**src/rtl/lgn_pixel_packer.sv**
```systemverilog
// Purpose : binarise 8-bit grayscale pixels against THRESHOLD, pack 8 per byte into the
//           classifier shift-in port, then flag result_valid once a full frame has settled.
// Latency : byte written (wr_en) the cycle after its 8th pixel; result_valid 2 cycles after
//           the final pixel (2+SETTLE_CYCLES when LGN_PACKER_SETTLE_EN is defined).
// Backpressure: pix_ready drops only while the frame settles; pix_valid gaps simply stall.
//
// Optional feature macro: LGN_PACKER_SETTLE_EN -- multi-cycle settle counter before
// result_valid. Without it the settle phase lasts exactly one cycle.
//
// Ports:
//   clk, rst_n            clock, synchronous active-low reset
//   pix_valid/pix_ready   pixel handshake; pix_data grayscale, pix_last marks final pixel
//   wr_en, wr_data        one-cycle write strobe + packed byte to the classifier
//   result_valid          classifier outputs reflect the last complete frame
//   frame_err             one-cycle pulse on a framing error
//   busy                  frame partially loaded or settling
module lgn_pixel_packer #(
    parameter int PIXELS        = 784,
    parameter int THRESHOLD     = 128,
    parameter int SETTLE_CYCLES = 4
) (
    input  logic       clk,
    input  logic       rst_n,
    input  logic       pix_valid,
    input  logic [7:0] pix_data,
    input  logic       pix_last,
    output logic       pix_ready,
    output logic       wr_en,
    output logic [7:0] wr_data,
    output logic       result_valid,
    output logic       frame_err,
    output logic       busy
);

    localparam int            PW       = $clog2(PIXELS);
    localparam logic [PW-1:0] LAST_IDX = PW'(PIXELS - 1);
    localparam logic [7:0]    THR      = 8'(THRESHOLD);

    typedef enum logic [1:0] {
        COLLECT = 2'd0,
        SETTLE  = 2'd1,
        HOLD    = 2'd2
    } state_t;

    state_t        state, state_nx;
    logic [PW-1:0] pcnt, pcnt_nx;
    // First seven bits of the current group; the oldest pixel sits in bit 6.
    logic [6:0]    bitbuf, bitbuf_nx;
    logic          wr_en_nx;
    logic [7:0]    wr_data_nx;
    logic          frame_err_nx;
    logic          result_valid_nx;
    logic          busy_nx;

    logic          accept;
    logic          pix_bit;
    logic          at_last_idx;
    logic          group_end;
    logic          settle_done;

`ifdef LGN_PACKER_SETTLE_EN
    localparam int SW = $clog2(SETTLE_CYCLES + 1);
    logic [SW-1:0] scnt, scnt_nx;
    assign settle_done = (scnt == '0);
`else
    // Single-cycle settle: leave SETTLE on the first cycle spent there.
    assign settle_done = 1'b1;
`endif

    assign pix_ready   = rst_n && (state != SETTLE);
    assign accept      = pix_valid && pix_ready;
    assign pix_bit     = (pix_data >= THR);
    assign at_last_idx = (pcnt == LAST_IDX);
    assign group_end   = &pcnt[2:0];

    always_comb begin
        state_nx     = state;
        pcnt_nx      = pcnt;
        bitbuf_nx    = bitbuf;
        wr_en_nx     = 1'b0;
        wr_data_nx   = wr_data;
        frame_err_nx = 1'b0;
`ifdef LGN_PACKER_SETTLE_EN
        scnt_nx      = scnt;
`endif
        case (state)
            SETTLE: begin
                if (settle_done) begin
                    state_nx = HOLD;
                end
`ifdef LGN_PACKER_SETTLE_EN
                else begin
                    scnt_nx = scnt - 1'b1;
                end
`endif
            end
            default: begin
                // COLLECT and HOLD both accept; pcnt is already 0 in HOLD, so the
                // first pixel accepted there naturally becomes pixel 0 of a new frame.
                if (accept) begin
                    if (pix_last != at_last_idx) begin
                        // Framing error: drop the partial group and restart the frame.
                        frame_err_nx = 1'b1;
                        pcnt_nx      = '0;
                        bitbuf_nx    = '0;
                        state_nx     = COLLECT;
                    end else begin
                        if (group_end) begin
                            wr_en_nx   = 1'b1;
                            wr_data_nx = {bitbuf, pix_bit};
                            bitbuf_nx  = '0;
                        end else begin
                            bitbuf_nx  = {bitbuf[5:0], pix_bit};
                        end
                        if (at_last_idx) begin
                            pcnt_nx  = '0;
                            state_nx = SETTLE;
`ifdef LGN_PACKER_SETTLE_EN
                            scnt_nx  = SW'(SETTLE_CYCLES);
`endif
                        end else begin
                            pcnt_nx  = pcnt + 1'b1;
                            state_nx = COLLECT;
                        end
                    end
                end
            end
        endcase

        // Registered status flags are derived from the next state so they line up
        // with the state/counter values they describe.
        result_valid_nx = (state_nx == HOLD);
        busy_nx         = (pcnt_nx != '0) || (state_nx == SETTLE);
    end

    always_ff @(posedge clk) begin
        if (!rst_n) begin
            state        <= COLLECT;
            pcnt         <= '0;
            bitbuf       <= '0;
            wr_en        <= 1'b0;
            wr_data      <= '0;
            frame_err    <= 1'b0;
            result_valid <= 1'b0;
            busy         <= 1'b0;
`ifdef LGN_PACKER_SETTLE_EN
            scnt         <= '0;
`endif
        end else begin
            state        <= state_nx;
            pcnt         <= pcnt_nx;
            bitbuf       <= bitbuf_nx;
            wr_en        <= wr_en_nx;
            wr_data      <= wr_data_nx;
            frame_err    <= frame_err_nx;
            result_valid <= result_valid_nx;
            busy         <= busy_nx;
`ifdef LGN_PACKER_SETTLE_EN
            scnt         <= scnt_nx;
`endif
        end
    end

endmodule

```
**config.mk**
```make
export PLATFORM = sky130hd
export DESIGN_NAME = lgn_pixel_packer
export DESIGN_NICKNAME = d
export VERILOG_FILES = /design/src/rtl/lgn_pixel_packer.sv
export SDC_FILE = /design/constraint.sdc
export NUM_CORES = 1
export LEC_CHECK = 0
export ABC_CLOCK_PERIOD_IN_PS = 2550
export BUFFER_PORTS_ARGS = -buffer_cell sky130_fd_sc_hd__buf_2
export CAP_MARGIN = 20
export CORE_MARGIN = 10
export CORE_UTILIZATION = 50
export CTS_BUF_LIST = sky130_fd_sc_hd__clkbuf_2
export DETAILED_ROUTE_END_ITERATION = 7
export GPL_TIMING_DRIVEN = 0
export PLACE_DENSITY_LB_ADDON = 0.15
export SLEW_MARGIN = 20
export SYNTH_ARGS = -nofsm -noshare
export SYNTH_HDL_FRONTEND = slang
export SYNTH_SLANG_ARGS = --single-unit
```
**constraint.sdc**
```tcl
create_clock -name clk -period 2.55 [get_ports clk]
set_input_delay 0.255 -clock clk [delete_from_list [all_inputs] [get_ports clk]]
set_output_delay 0.255 -clock clk [all_outputs]
set_load 0.01 [all_outputs]
```
==> metrics.cfg <==
[status]
status = finished, final reports clean

[floorplan]
start_util = 0.524
rows = 19
die_h_um = 73.8
io_pins = 25
die-area_um2 = 5440
dieWidth_um = 73.8
design.core.area_um2 = 2760

[route]
ant_nets = 0
drt-wirelength-per-cell_um = 15.1
viasPerCell = 5.84
vias = 1279
drc_errors = 0
drt_iter0_markers = 110
firstDrtPassIters = 4
finalWirelength_um = 3310

[sta]
max_slew_margin = 0.619
hold_violations = 0
max_freq_ghz = 0.405
fin_ws_ns = 0.0822
clock_skew_ns = 0.0158
worstMarginPinSlew_ns = 0.571
post-route-min-period_ns = 2.47
fin_crit_sh = 0.968
setup_viol_count_final = 0
hold_slack_ns = 0.142
rsz0062_at_grt = no
slew_violations = 0

[logic_synthesis]
synth-edff-count = 0
synth_fp_nets = 177
seq_area_frac_synth = 0.429
yosys_warnings = 0
syn_area_per_cell_um2 = 8.92
ys_dominant_reg_cell = dfxtp_1
syn_inst = 162
synth_async_sr_flop_share = 0
synth_area_leaders = dfxtp_1, mux2i_1, nor2_1, a21oi_1, a22oi_1
synth.distinct_cells = 40
synth_top_area_frac = 0.429
synth_area_um2 = 1450
synth.largest_area_cell = dfxtp_1
ys_ff_latch = 31

[global_routing]
grt_pass1_vias = 1278
track_usage = 0.132
grt_max_degree = 11
grt.overflow.total = 0
antenna_found_initial = 0
grt_first_pass_wirelength_um = 5630

[placed_design]
dp_slack_ns = -0.401
numPortBuffers = 17
place_inst = 210
gp_congestion = 0.874
dpl.hpwl_um = 2400

[power]
seq_power_share = 0.634
switchingPower_mw = 0.199
comb_power_share = 0.074
irDropWorstVdd_v = 0.000435
fin_total_pwr_mw = 0.772
p_clk_frac = 0.293
power_density_nw_per_um2 = 461
netSwitchingFraction = 0.258
leakage_nw = 0.725
p_int_mw = 0.573

[finish]
multiInputGateArea_um2 = 821
final-seq-area_um2 = 626
num_antenna_cells = 0
area_growth_pct = 15.8
final_nets = 202
fill_cells = 249
drive_above_1_share = 0.234
final_cells = 219

[worst_setup_path]
cp_cell_sequence = ha_4 > and3_1 > buf_2 > and4_4 > ha_4 > clkbuf_8 > or4_1 > nand3_1 > nor4_2 > a31oi_1
cp_max_fo = 10
arrival_ns = 2.77
startpoint_type = register
cp.required_ns = 2.86
crit_slowest_cell = or4_1
end_kind = register
critPathKind = reg -> reg
cp_slowest_stage_delay_ns = 0.53
crit_top_cell = ha_4

[clock_network]
clock_latency_ns = 0.37
holdBufCountCts = 0
cts_root_buf = clkbuf_2
htreeDepth = 2
clkSlewWorstSetupHoldPaths_ns = 0.16
clk_path_buf_depth = 2
tritoncts = yes
numCtsBuffers = 5
numClockSinks = 31

[min_path]
hold_class = in -> reg

[flow_run]
drv_cap = 0

cell usage in the layout (no fill, tap or decap), types with 2 or more instances in the layout:
cell type and instances:
clkbuf_1 4, clkbuf_2 6, dfxtp_1 29, clkinv_1 2
nor2_1 23, mux2i_1 9, nor3_1 4, and2_1 4
a31oi_1 5, nand3_2 2, inv_1 4, nand2_1 9
nand3_1 6, buf_2 20, and3_1 3, ha_4 2
a22oi_1 7, o21ai_0 4, a21oi_1 10, nand2b_1 4
per-layer routing:
metal / track usage / wire, um / vias up / part of all wire
li1: - / - / 645 / -
met4: 0.0807 / 71 / 0 / 0.021
met2: 0.219 / 1680 / 29 / 0.51
met5: 0 / 0 / - / 0
met1: 0.144 / 1410 / 596 / 0.43
met3: 0.0417 / 149 / 9 / 0.045
sequential cells by signal (all words and copies together) (netlist names):
register and count:
wr_data 8, pcnt 10, result_valid 1, frame_err 1
state 2, bitbuf 7, wr_en 1, busy 1
cells in the mapped netlist, drive strengths merged, types with 2 or more instances:
| cell type | instances |
|---|---|
| a21oi | 11 |
| a22oi | 7 |
| a31oi | 5 |
| a41oi | 2 |
| and2 | 5 |
| and3 | 4 |
| and4 | 3 |
| buf | 3 |
| clkbuf | 5 |
| dfxtp | 31 |
| ha | 3 |
| inv | 4 |
| mux2i | 9 |
| nand2 | 9 |
| nand2b | 4 |
| nand3 | 8 |
| nor2 | 24 |
| nor3 | 4 |
| nor4 | 3 |
| o21ai | 4 |
final cells by class:
type | count | share of cell area
clock inverters | 2 | 0.00448
multi-input cells | 119 | 0.490
repair buffers | 18 | 0.0553
clock buffers | 6 | 0.0179
inverters | 4 | 0.00897
well taps | 31 | 0.0232
flip-flops and latches | 31 | 0.374
plain buffers | 8 | 0.0262
critical path: cells and delay by family, from the launching register on:
family / cells / cell delay, ns
AO/OA/AOI/OAI: 1 / 0.16
adder cells (fa/ha/maj): 2 / 0.38
buffers and inverters: 2 / 0.34
flip-flops: 1 / 0.39
AND/OR/NAND/NOR: 5 / 1.13
through the flow:
stage               TNS, ns  utilization  area (um2)
floorplan                 0            -        1450
global placement      -5.26        0.571        1570
detailed placement    -6.38        0.571        1570
CTS                       0        0.607        1670
global route              0        0.607        1670
finish                    0        0.607        1670
cell families after synthesis:
logic type	count (synthesis)	synth area share
flops	31	0.429
buf+inv	12	0.0338
simple gates	69	0.261
compound gates	37	0.181
fa+ha+maj	3	0.0260
mux	9	0.0623
xor+xnor	1	0.00606
power groups by stage:
stage / Sequential [mW] / Combinational [mW] / Clock, mW
2_1_floorplan: 0.501 / 0.0326 / 0
3_3_place_gp: 0.500 / 0.0512 / 0
3_5_place_dp: 0.500 / 0.0525 / 0
4_1_cts: 0.489 / 0.0571 / 0.232
5_1_grt: 0.490 / 0.0633 / 0.266
6_report: 0.489 / 0.0569 / 0.226
final timing paths:
| check | end | startpoint | depth (start not counted) | slack (ns) |
|---|---|---|---|---|
| setup / recovery | busy | pcnt[0] | 10 | 0.08 |
| hold / removal | bitbuf[0] | pix_data[7] | 3 | 0.14 |
| setup reg to reg | busy | pcnt[0] | 10 | 0.08 |
| hold reg to reg | wr_data[2] | wr_data[2] | 2 | 0.50 |
timing repair:
action	CTS	global route
resized for setup	12	1
pin swaps	0	1
setup endpoints to repair	20	4
buffers inserted	1	0
Note: power is estimated with default switching activity, not from simulation.
